`config.mk`:
```
export PLATFORM = sky130hd
export DESIGN_NAME = daq_mode_switch
export DESIGN_NICKNAME = d
export VERILOG_FILES = /design/src/rtl/daq_mode_switch.sv
export SDC_FILE = /design/constraint.sdc
export NUM_CORES = 1
export LEC_CHECK = 0
export CAP_MARGIN = 20
export CORE_AREA = 2 2 197 199
export CTS_CLUSTER_DIAMETER = 200
export DETAILED_ROUTE_END_ITERATION = 8
export DIE_AREA = 0 0 199 201
export PLACE_DENSITY = 0.58
export RECOVER_POWER = 25
export SYNTH_ARGS = -nofsm -noshare
export SYNTH_HDL_FRONTEND = slang
export SYNTH_SLANG_ARGS = --single-unit
```
`constraint.sdc`:
```
create_clock -name Clk -period 2.4 [get_ports Clk]
set_input_delay 0.24 -clock Clk [delete_from_list [all_inputs] [get_ports Clk]]
set_output_delay 0.24 -clock Clk [all_outputs]
set_load 0.01 [all_outputs]
```
`src/rtl/daq_mode_switch.sv`:
```
// Routes one of NUM_MODES DAQ sources to the shared USB FIFO, Microroc SC and trigger lines.
// A mode change drains the old source, gates the outputs, writes a marker word and reloads SC params.
module daq_mode_switch #(
  parameter int          NUM_MODES   = 4,
  parameter int          MODE_W      = 2,
  parameter int          DATA_W      = 16,
  parameter int          CHN_W       = 64,
  parameter int          DAC_W       = 10,
  parameter int          QUIET_CYC   = 8,
  parameter int          TIMEOUT_CYC = 1024,
  parameter logic [7:0]  MARKER_HI   = 8'hFA
) (
  input  logic                          Clk,
  input  logic                          reset_n,
  input  logic [MODE_W-1:0]             mode_sel,
  input  logic [NUM_MODES*DATA_W-1:0]   src_fifo_wr_din,
  input  logic [NUM_MODES-1:0]          src_fifo_wr_en,
  input  logic [NUM_MODES-1:0]          src_busy,
  input  logic [NUM_MODES*CHN_W-1:0]    src_ctest_chn,
  input  logic [NUM_MODES*DAC_W-1:0]    src_dac,
  input  logic [NUM_MODES-1:0]          src_sc_load,
  input  logic                          usb_fifo_full,
  input  logic [2:0]                    pin_trigger_b,
  output logic [DATA_W-1:0]             out_fifo_wr_din,
  output logic                          out_fifo_wr_en,
  output logic [CHN_W-1:0]              out_ctest_chn,
  output logic [DAC_W-1:0]              out_dac,
  output logic                          out_sc_load,
  output logic [NUM_MODES*3-1:0]        src_trigger_b,
  output logic [MODE_W-1:0]             active_mode,
  output logic                          switching,
  output logic                          switch_timeout,
  output logic                          invalid_mode,
  output logic [15:0]                   dropped_cnt
);

  typedef enum logic [2:0] {RUN, DRAIN, GATE, MARK, LOAD} state_t;

  localparam int QW = $clog2(QUIET_CYC + 1);
  localparam int TW = $clog2(TIMEOUT_CYC + 1);
  localparam int CW = $clog2(NUM_MODES + 1);

  state_t              state;
  logic [MODE_W-1:0]   target;
  logic [QW-1:0]       quiet_cnt;
  logic [TW-1:0]       tmo_cnt;
  logic                forced;

  int                  a_idx, t_idx;
  logic [DATA_W-1:0]   act_din, marker;
  logic                act_wr, act_busy, act_sc, mode_bad;
  logic [CHN_W-1:0]    act_chn, tgt_chn;
  logic [DAC_W-1:0]    act_dac, tgt_dac;
  logic [QW-1:0]       q_nxt;
  logic [TW-1:0]       t_nxt;
  logic [CW-1:0]       wr_pop;
  logic [16:0]         drop_sum;
  logic [NUM_MODES*3-1:0] trig_run;

  always_comb begin
    a_idx    = int'(active_mode);
    t_idx    = int'(target);
    act_din  = src_fifo_wr_din[a_idx*DATA_W +: DATA_W];
    act_wr   = src_fifo_wr_en[a_idx];
    act_busy = src_busy[a_idx];
    act_sc   = src_sc_load[a_idx];
    act_chn  = src_ctest_chn[a_idx*CHN_W +: CHN_W];
    act_dac  = src_dac[a_idx*DAC_W +: DAC_W];
    tgt_chn  = src_ctest_chn[t_idx*CHN_W +: CHN_W];
    tgt_dac  = src_dac[t_idx*DAC_W +: DAC_W];
    mode_bad = (32'(mode_sel) >= 32'(NUM_MODES));
    q_nxt    = (!act_busy && !act_wr) ? quiet_cnt + 1'b1 : '0;
    t_nxt    = tmo_cnt + 1'b1;
    marker   = {MARKER_HI, {(DATA_W-8-MODE_W){1'b0}}, target};
    // every strobe seen while the outputs are gated is one lost word
    wr_pop   = '0;
    for (int i = 0; i < NUM_MODES; i++) wr_pop = wr_pop + CW'(src_fifo_wr_en[i]);
    drop_sum = {1'b0, dropped_cnt} + 17'(wr_pop);
    trig_run = '1;
    trig_run[a_idx*3 +: 3] = pin_trigger_b;
  end

  always_ff @(posedge Clk) begin
    if (!reset_n) begin
      state           <= RUN;
      target          <= '0;
      quiet_cnt       <= '0;
      tmo_cnt         <= '0;
      forced          <= 1'b0;
      out_fifo_wr_din <= '0;
      out_fifo_wr_en  <= 1'b0;
      out_ctest_chn   <= '0;
      out_dac         <= '0;
      out_sc_load     <= 1'b0;
      src_trigger_b   <= '1;
      active_mode     <= '0;
      switching       <= 1'b0;
      switch_timeout  <= 1'b0;
      invalid_mode    <= 1'b0;
      dropped_cnt     <= '0;
    end else begin
      invalid_mode <= 1'b0;
      if (state == GATE || state == MARK || state == LOAD)
        dropped_cnt <= drop_sum[16] ? 16'hFFFF : drop_sum[15:0];
      case (state)
        RUN, DRAIN: begin
          out_fifo_wr_din <= act_din;
          out_fifo_wr_en  <= act_wr;
          out_ctest_chn   <= act_chn;
          out_dac         <= act_dac;
          out_sc_load     <= act_sc;
          src_trigger_b   <= trig_run;
          if (state == RUN) begin
            if (mode_bad) begin
              invalid_mode <= 1'b1;
            end else if (mode_sel != active_mode) begin
              target    <= mode_sel;
              quiet_cnt <= '0;
              tmo_cnt   <= '0;
              state     <= DRAIN;
              switching <= 1'b1;
            end
          end else begin
            quiet_cnt <= q_nxt;
            tmo_cnt   <= t_nxt;
            if (q_nxt == QW'(QUIET_CYC)) begin
              forced <= 1'b0;
              state  <= GATE;
            end else if (t_nxt == TW'(TIMEOUT_CYC)) begin
              forced         <= 1'b1;
              switch_timeout <= 1'b1;
              state          <= GATE;
            end
          end
        end
        GATE: begin
          out_fifo_wr_en <= 1'b0;
          out_sc_load    <= 1'b0;
          src_trigger_b  <= '1;
          state          <= MARK;
        end
        MARK: begin
          out_sc_load   <= 1'b0;
          src_trigger_b <= '1;
          // the marker is only issued on a cycle the FIFO reports room
          out_fifo_wr_en <= !usb_fifo_full;
          if (!usb_fifo_full) begin
            out_fifo_wr_din <= marker;
            state           <= LOAD;
          end
        end
        LOAD: begin
          out_fifo_wr_en <= 1'b0;
          out_ctest_chn  <= tgt_chn;
          out_dac        <= tgt_dac;
          out_sc_load    <= 1'b1;
          src_trigger_b  <= '1;
          active_mode    <= target;
          if (!forced) switch_timeout <= 1'b0;
          switching      <= 1'b0;
          state          <= RUN;
        end
        default: begin
          state     <= RUN;
          switching <= 1'b0;
        end
      endcase
    end
  end

endmodule

```
* Word-level counts from Yosys, hierarchy flattened
Cells that the tools add are included.
** Operators by class
- Order comparisons :: 1
- Add/sub/neg operators :: 7
- Muxes and demuxes :: 34
- Shift-type cells :: 7
- Bitwise logic cells :: 4
- Multiply operators :: 3
- Equality and inequality tests :: 17
- Reduce and logical (&&, ||, !) cells :: 24
** Operators with widths (number)
- $shiftx A256 B9 Y64 :: 2
- $pmux W64 S2 :: 1
- $shiftx A40 B7 Y10 :: 2
- $shiftx A64 B7 Y16 :: 1
- $neg A4 Y33 :: 1
- $shift A3 B33 Y12 const A :: 1
- $shiftx A3 B33 Y12 :: 1
- $mux W16 :: 2
- $pmux W16 S2 :: 1
- $pmux W12 S2 :: 1
- $mux W11 :: 2
- $pmux W10 S2 :: 1
- $add A16 B3 Y17 :: 1
- $mux W3 :: 5
- $ne A2 B2 Y1 const B :: 7
- $mux W4 :: 3
- $not A12 Y12 :: 1
- $or A12 B12 Y12 :: 1
- $reduce_and A3 Y1 :: 4
- $add A11 B1 Y11 const B :: 1
- $eq A11 B11 Y1 const B :: 1
- $mul A2 B3 Y5 const B :: 2
- $mux W1 :: 10
- $pmux W3 S3 :: 1
- 28 further kinds :: 44
** Storage, ports and cells
- Input bits :: 380
- Word-level logic and storage cells :: 112
- Flip-flop bits (word level) :: 145
- Output and inout bits :: 125

* Depth between registers and ports, before layout
Gate-level depths: netlist of run 1.
- Word-level depth :: 9
- Depth in mapped cells :: 10
- Gate-level depth less buffers :: 9

* Least setup slack after synthesis of run 1
OpenSTA, ideal clock, no wires.
- Path kind :: input -> register
- Start :: in src_fifo_wr_en[0]
- End :: reg dropped_cnt[0]
- Required time :: 2.261 ns
- Slack :: 0.104 ns
- Path buffers :: 1
- Stages :: 10
- Setup time :: 0.139 ns
- Arrival time :: 2.157 ns
- Cell sequence :: fa_1 > inv_1 > fa_1 > inv_1 > fa_1 > o211ai_1 > nor2_1 > nand3_1 > clkbuf_1 > a21boi_0
** Between the ends
- Word-level cells in the longest chain between the ends :: 5
** Ends and longest elaborated chain
- start, declared :: line 17 : input logic [NUM_MODES-1:0] src_fifo_wr_en,
- $add A1 B1 Y2 :: line 77 : for (int i = 0; i < NUM_MODES; i++) wr_pop = wr_pop + CW'(src_fifo_wr_en[i]);
- $add A2 B1 Y3 :: line 77
- $add A3 B1 Y3 :: line 77
- $add A16 B3 Y17 :: line 78 : drop_sum = {1'b0, dropped_cnt} + 17'(wr_pop);
- $mux W16 :: line 104 : dropped_cnt <= drop_sum[16] ? 16'hFFFF : drop_sum[15:0];
- end signal, assigned :: line 104
- end, declared :: line 34 : output logic [15:0] dropped_cnt
No other way between the ends.
A chain may end at the register's enable or synchronous reset.

* Final worst setup path of run 1
- Start :: reg active_mode[0]
- End :: reg out_ctest_chn[8]
** Between the ends
- Word-level cells in the longest chain between the ends :: 2
** Ends and longest elaborated chain
- start, declared :: line 30 : output logic [MODE_W-1:0] active_mode,
- start signal, assigned :: line 158 : active_mode <= target;
- $shiftx A256 B9 Y64 :: line 67 : act_chn = src_ctest_chn[a_idx*CHN_W +: CHN_W];
- $pmux W64 S2 :: line 105 : case (state)
- end signal, assigned :: line 109 : out_ctest_chn <= act_chn;
- end signal, assigned :: line 154 : out_ctest_chn <= tgt_chn;
- end, declared :: line 26 : output logic [CHN_W-1:0] out_ctest_chn,
No other way between the ends.

==> results of run 1 <==
## power groups by stage
| stage | logic (mW) | registers (mW) | clock network, mW |
|---|---|---|---|
| 6_report | 1.28 | 2.57 | 2.92 |
| 5_1_grt | 1.36 | 2.58 | 3.10 |
| 4_1_cts | 1.31 | 2.57 | 3.00 |
| 3_5_place_dp | 1.31 | 2.63 | 0 |
| 3_3_place_gp | 1.30 | 2.62 | 0 |
| 2_1_floorplan | 0.348 | 2.66 | 0 |
## flip-flops by register name, summed over array words and instances (netlist names), 2 cells and up
signal,flops
target,2
quiet_cnt,4
out_dac,10
out_ctest_chn,64
active_mode,2
state,3
tmo_cnt,11
src_trigger_b,12
out_fifo_wr_din,16
dropped_cnt,16
## worst min-delay path, stage by stage
cell     delay (ps)
buf_2           120
buf_4           300
o211a_1         190
## logic make-up after synthesis
group           Yosys count  share of synthesized area [%]
simple gates            144                           9.91
fa+ha+maj                11                           2.03
compound gates          191                           18.0
buf+inv                  73                           4.42
flops                   145                           36.7
mux                      98                           27.1
xor+xnor                 15                           1.66
other cells               1                         0.0475
## worst paths after layout
kind	start	endpoint	slack, ps	depth (start not counted)
worst max register to register	active_mode[0]	out_ctest_chn[8]	220	6
worst min-delay path	reset_n	dropped_cnt[12]	470	3
worst min register to register	out_dac[5]	out_dac[5]	470	1
worst max-delay path	active_mode[0]	out_ctest_chn[8]	220	6
## metrics by stage
stage	worst slack [ps]	TNS [ps]	hold slack [ps]	cell area [um2]
4_1_cts	32.6	0	436	14300
3_5_place_dp	-510	-6610	463	13700
2_1_floorplan	104	0	406	7900
5_1_grt	79.6	0	474	14400
3_3_place_gp	-449	-5850	457	13700
6_report	224	0	468	14400
## layout by cell type (no fill, tap or decap), types with 11 or more instances in the layout
cell type	synthesis	final
nand3_1	16	15
dfxtp_1	145	144
nand2_1	24	24
mux4_2	93	93
clkbuf_16	0	17
a22o_1	74	74
buf_4	4	28
nor2_1	33	33
clkdlybuf4s50_1	0	439
a21oi_1	27	26
nor2b_1	21	20
inv_1	13	12
a22oi_1	11	11
o21ai_0	29	29
a21boi_0	12	11
xnor2_1	12	12
dlygate4sd3_1	0	60
## repair_timing
item | 4_1_cts | 5_1_grt
gates cloned | 0 | 1
pin swaps | 0 | 2
hold buffers | 0 | 0
endpoints found under the setup margin | 1 | 16
gates resized for setup | 1 | 9
setup buffers | 0 | 0
## layer usage
metal  wire length [um]  share of wire [%]
met2              17000                 48
met3               3040                8.5
met5                 55               0.15
met1              14700                 41
met4                792                2.2
## final cells by class
type                       instances  area [um2]
fill                            3779       23700
timing repair buffer             542        5430
multi-input combinational        460        4690
sequential                       145        2900
tap                              518         648
clock buffer                      19         443
clock inverter                    13         184
inverter                          13        48.8
antenna                            4        10.0
==> impl_metrics.csv, run 1 <==
group,metric,value,unit
synthesis,synth.distinct_cells,58,
setup_path,critical_path_class,"reg -> reg",
detailed_routing,vias_per_cell,4.64,
detailed_routing,avgRoutedWirePerCell,20.8,um
grt,grt_usage,17.6,%
cells_and_area,fin_cells,1714,
floorplanning,die_area,40000,um2
grt,use_met3,6.40,%
synthesis,yosys-top-cells-count,"145 x dfxtp_1, 93 x mux4_2, 74 x a22o_1, 37 x clkbuf_1, 33 x nor2_1",
cells_and_area,drive_gt1_share,15.8,%
timing,tightestPinTransition,823,ps
setup_path,cp_num_buf_inv,2,
floorplanning,ios,505,
floorplanning,start_util,20.7,%
cts,numCtsBuffers,17,
placement,portBuffers,503,
setup_path,crit_required,2730,ps
setup_path,end_kind,"flip-flop",
synthesis,ys_seq_area_share,36.7,%
cells_and_area,syn_to_final_growth,81.7,%
grt,grt_use_met1,21.4,%
power,power_density,472,nW/um2
detailed_routing,vias,7959,
synthesis,syn_area,7900,um2
cts,worstSkewPairLatency,440,ps
grt,grt_pass1_vias,8247,
detailed_routing,ant_nets,0,
power,vdd_drop_max,406,uV
setup_path,cp_slowest_stage_delay,580,ps
timing,relSlewSlack,45.1,%
detailed_routing,drt_iter0_drc,362,
timing,rsz0062_at_grt,"no",
setup_path,critPathMaxFanout,18,
cts,cts.sinks,145,
grt,grt_pass1_wl,51500,um
hold_path,worstHoldPathType,"in -> reg",
setup_path,path_cells,"inv_1 > nor2_1 > a21oi_4 > buf_4 > mux4_2 > a22o_1",
detailed_routing,wirelength,35600,um
power,p_comb_share,18.9,%
power,power_leakage,5.39,nW
synthesis,syn-num-nets,1069,
power,p_seq_share,38.0,%
cts,cts-root-buf,"clkbuf_16",
cts,clkTransAtPathRegs,60,ps
timing,setup_viol_count_final,0,
setup_path,crit_family,"buffers and inverters",
grt,gr-usage-met2,28.6,%
placement,dp_hpwl,28400,um
grt,grt.busiest_layer,"met2",
synthesis,avgSynthCellArea,11.7,um2
setup_path,slowest_stage,"mux4_2",
synthesis,yosysWarnings,0,
cts,cts_max_path_buffers,2,
cts,cts_tree,"built",
timing,fin_crit,2180,ps
timing,slew_violations,0,
cells_and_area,final_core_util,37.7,%
power,pwr-share-clk,43.1,%
timing,fin_crit_sh,90.7,%
synthesis,synth-seq-cells,145,
synthesis,synth_edf_count,0,
grt,antenna_found_initial,11,
cells_and_area,nNetsFinal,1570,
floorplanning,core_area,38100,um2
grt,grt_start_max_net_pins,68,
timing,max_freq,460,MHz
cts,htreeDepth,4,
grt,gr-total-overflow,0,
setup_path,cp-start-kind,"flip-flop",
synthesis,syn_inst,678,
synthesis,async_flop_share,0,%
timing,hold_viol,0,
power,switching_power,1.59,mW
setup_path,cp.arrival,2510,ps
synthesis,ys.flop_type,"dfxtp_1",
power,finalPower,6.77,mW
power,sw_frac_of_total,23.5,%
floorplanning,die_w,199,um
synthesis,synth_top_area_cell,"dfxtp_1",
synthesis,synth.top_cell.area_share,36.7,%
placement,gp_congestion,0.882,
synthesis,yosys-top-cells-area,"dfxtp_1 37%, mux4_2 27%, a22o_1 8.2%",
floorplanning,die_y,201,um
synthesis,synth_most_common_cell,"dfxtp_1",
detailed_routing,route.detailed.drc,0,
detailed_routing,dr.pass1.iters,5,
run,maxCapViolations,0,
power,p_int,5.18,mW
timing,finalClockSkew,6.31,ps
placement,dp.cells,1677,
status,status,"completed",
floorplanning,num_rows,72,
(Power assumes the default switching activity.)
==> run 2: changes to the inputs <==
--- a/config.mk
+++ b/config.mk
@@ -10,6 +10,7 @@
 export CTS_CLUSTER_DIAMETER = 200
 export DETAILED_ROUTE_END_ITERATION = 8
 export DIE_AREA = 0 0 199 201
+export MAX_ROUTING_LAYER = met4
 export PLACE_DENSITY = 0.58
 export RECOVER_POWER = 25
 export SYNTH_ARGS = -nofsm -noshare
==> impl_metrics.csv, run 2 (synthesis gave the netlist of run 1 again) <==
group,metric,value,unit
floorplanning,start_util,20.7,%
cells_and_area,postLayoutCellArea,14400,um2
status,status,"completed",
timing,slew_violations,0,
timing,fin_ws,229,ps
timing,max_freq,461,MHz
power,finalPower,6.77,mW
cells_and_area,fin_cells,1720,
cells_and_area,largest_reg_flops,64,
power,power_leakage,5.39,nW
cells_and_area,reg_top3,"out_ctest_chn (64), dropped_cnt (16), out_fifo_wr_din (16)",
placement,portBuffers,503,
setup_path,cp_slowest_stage_delay,580,ps
placement,dp_hpwl,28400,um
placement,gp_congestion,0.897,
detailed_routing,ant_nets,0,
floorplanning,die_area,40000,um2
cts,ctsHoldBuffers,0,
cells_and_area,final_cell_mix,"439 x clkdlybuf4s50_1, 144 x dfxtp_1, 93 x mux4_2",
run,maxCapViolations,0,
timing,hold_viol,0,
setup_path,critical_path_class,"reg -> reg",
cts,worstSkewPairLatency,440,ps
timing,setup_viol_count_final,0,
cts,htreeDepth,4,
cells_and_area,drive_gt1_share,15.8,%
grt,grt_pass1_wl,51500,um
placement,pre_cts_ws,-510,ps
hold_path,worstHoldPathType,"in -> reg",
detailed_routing,wl_met1,14800,um
timing,relSlewSlack,44.5,%
cells_and_area,syn_to_final_growth,81.9,%
cts,numCtsBuffers,17,
cells_and_area,nNetsFinal,1570,
grt,antenna_found_initial,11,
detailed_routing,dr_wl_met3,3010,um
setup_path,end_kind,"flip-flop",
cts,cts_tree,"built",
placement,dp.cells,1677,
detailed_routing,vias_per_cell,4.62,
placement,placedInstanceArea,13700,um2
cts,cts_max_path_buffers,2,
cells_and_area,multiInputGateArea,4690,um2
setup_path,critPathMaxFanout,18,
detailed_routing,avgRoutedWirePerCell,20.7,um
cts,cts.sinks,145,
detailed_routing,dr.pass1.iters,5,
floorplanning,core_area,38100,um2
setup_path,crit_required,2740,ps
grt,grt_pass1_vias,8250,
floorplanning,num_rows,72,
power,power_density,471,nW/um2
cells_and_area,area.sequential,2900,um2
detailed_routing,drt_iter0_drc,378,
cts,clkTransAtPathRegs,60,ps
floorplanning,die_w,199,um
detailed_routing,vias,7945,
cells_and_area,fillers,3779,
setup_path,slowest_stage,"mux4_2",
grt,grt_usage,18.1,%
setup_path,cp.arrival,2510,ps
timing,fin_crit,2170,ps
timing,rsz0062_at_grt,"no",
detailed_routing,route.detailed.drc,0,
floorplanning,die_y,201,um
timing,fin_crit_sh,90.5,%
setup_path,cp-start-kind,"flip-flop",
detailed_routing,wirelength,35700,um
detailed_routing,top_layer,"met4",
power,vdd_drop_max,405,uV
timing,tightestPinTransition,831,ps
cells_and_area,final_common_cell,"clkdlybuf4s50_1",
timing,setup-tns-final,0,ps
timing,finalClockSkew,7.80,ps
cts,cts-root-buf,"clkbuf_16",
cells_and_area,top_register,"out_ctest_chn",
setup_path,path_cells,"inv_1 > nor2_1 > a21oi_4 > buf_4 > mux4_2 > a22o_1",
detailed_routing,route.met2.wl,17000,um
grt,gr-total-overflow,0,
floorplanning,ios,505,
grt,grt_start_max_net_pins,68,
[run 2: changes by cell type in the layout (fill, tap and decap cells not counted)]
cell and change:
diode_2 +6
[run 2: critical path, delay by kind of cell, from the launching register on]
kind | cells | cell delay [ps]
muxes | 1 | 580
buffers and inverters | 2 | 580
AOI/OAI and AO/OA | 2 | 370
and+or+nand+nor | 1 | 110
DFF | 1 | 400
[run 2: worst paths after layout]
check / from / to / slack, ps / cells past startpoint
worst max-delay path: active_mode[0] / out_ctest_chn[8] / 230 / 6
worst min-delay path: reset_n / src_trigger_b[1] / 470 / 3
worst max register to register: active_mode[0] / out_ctest_chn[8] / 230 / 6
worst min register to register: out_dac[5] / out_dac[5] / 470 / 1
[run 2: stage by stage]
stage	hold slack, ps	util (%)
finish	467	37.7
global route	475	37.7
CTS	436	37.6
detailed placement	463	35.9
global placement	457	35.9
floorplan	406	-
[run 2: power breakdown]
group | internal (mW) | switching (mW) | total (mW)
clock | 1.77 | 1.14 | 2.91
combinational | 0.899 | 0.383 | 1.28
sequential | 2.51 | 0.0636 | 2.57
total | 5.18 | 1.59 | 6.77
[run 2: what timing repair did]
item / in CTS / in global routing
pin swaps: 0 / 2
endpoints found under the setup margin: 1 / 16
buffers inserted: 0 / 0
resized for setup: 1 / 9
cloned: 0 / 1
[run 2: layout make-up]
| class | instances | share of cell area, % |
|---|---|---|
| clock buffers | 19 | 3.08 |
| inverters | 13 | 0.340 |
| diodes | 10 | 0.174 |
| clock inverters | 13 | 1.28 |
| repair buffers | 542 | 37.8 |
| flip-flops and latches | 145 | 20.2 |
| multi-input cells | 460 | 32.6 |
| well taps | 518 | 4.51 |
[run 2: per-layer routing]
layer	track usage, %	up-vias
met5	-	-
li1	-	3688
met2	28.4	341
met4	6.21	0
met1	21.7	3874
met3	6.01	42
==> run 3: changes to the inputs <==
--- a/config.mk
+++ b/config.mk
@@ -10,6 +10,7 @@
 export CTS_CLUSTER_DIAMETER = 200
 export DETAILED_ROUTE_END_ITERATION = 8
 export DIE_AREA = 0 0 199 201
+export GPL_ROUTABILITY_DRIVEN = 0
 export MAX_ROUTING_LAYER = met4
 export PLACE_DENSITY = 0.58
 export RECOVER_POWER = 25
==> results of run 3 <==
The final DEF is identical to that of run 2; final timing and power are the same.
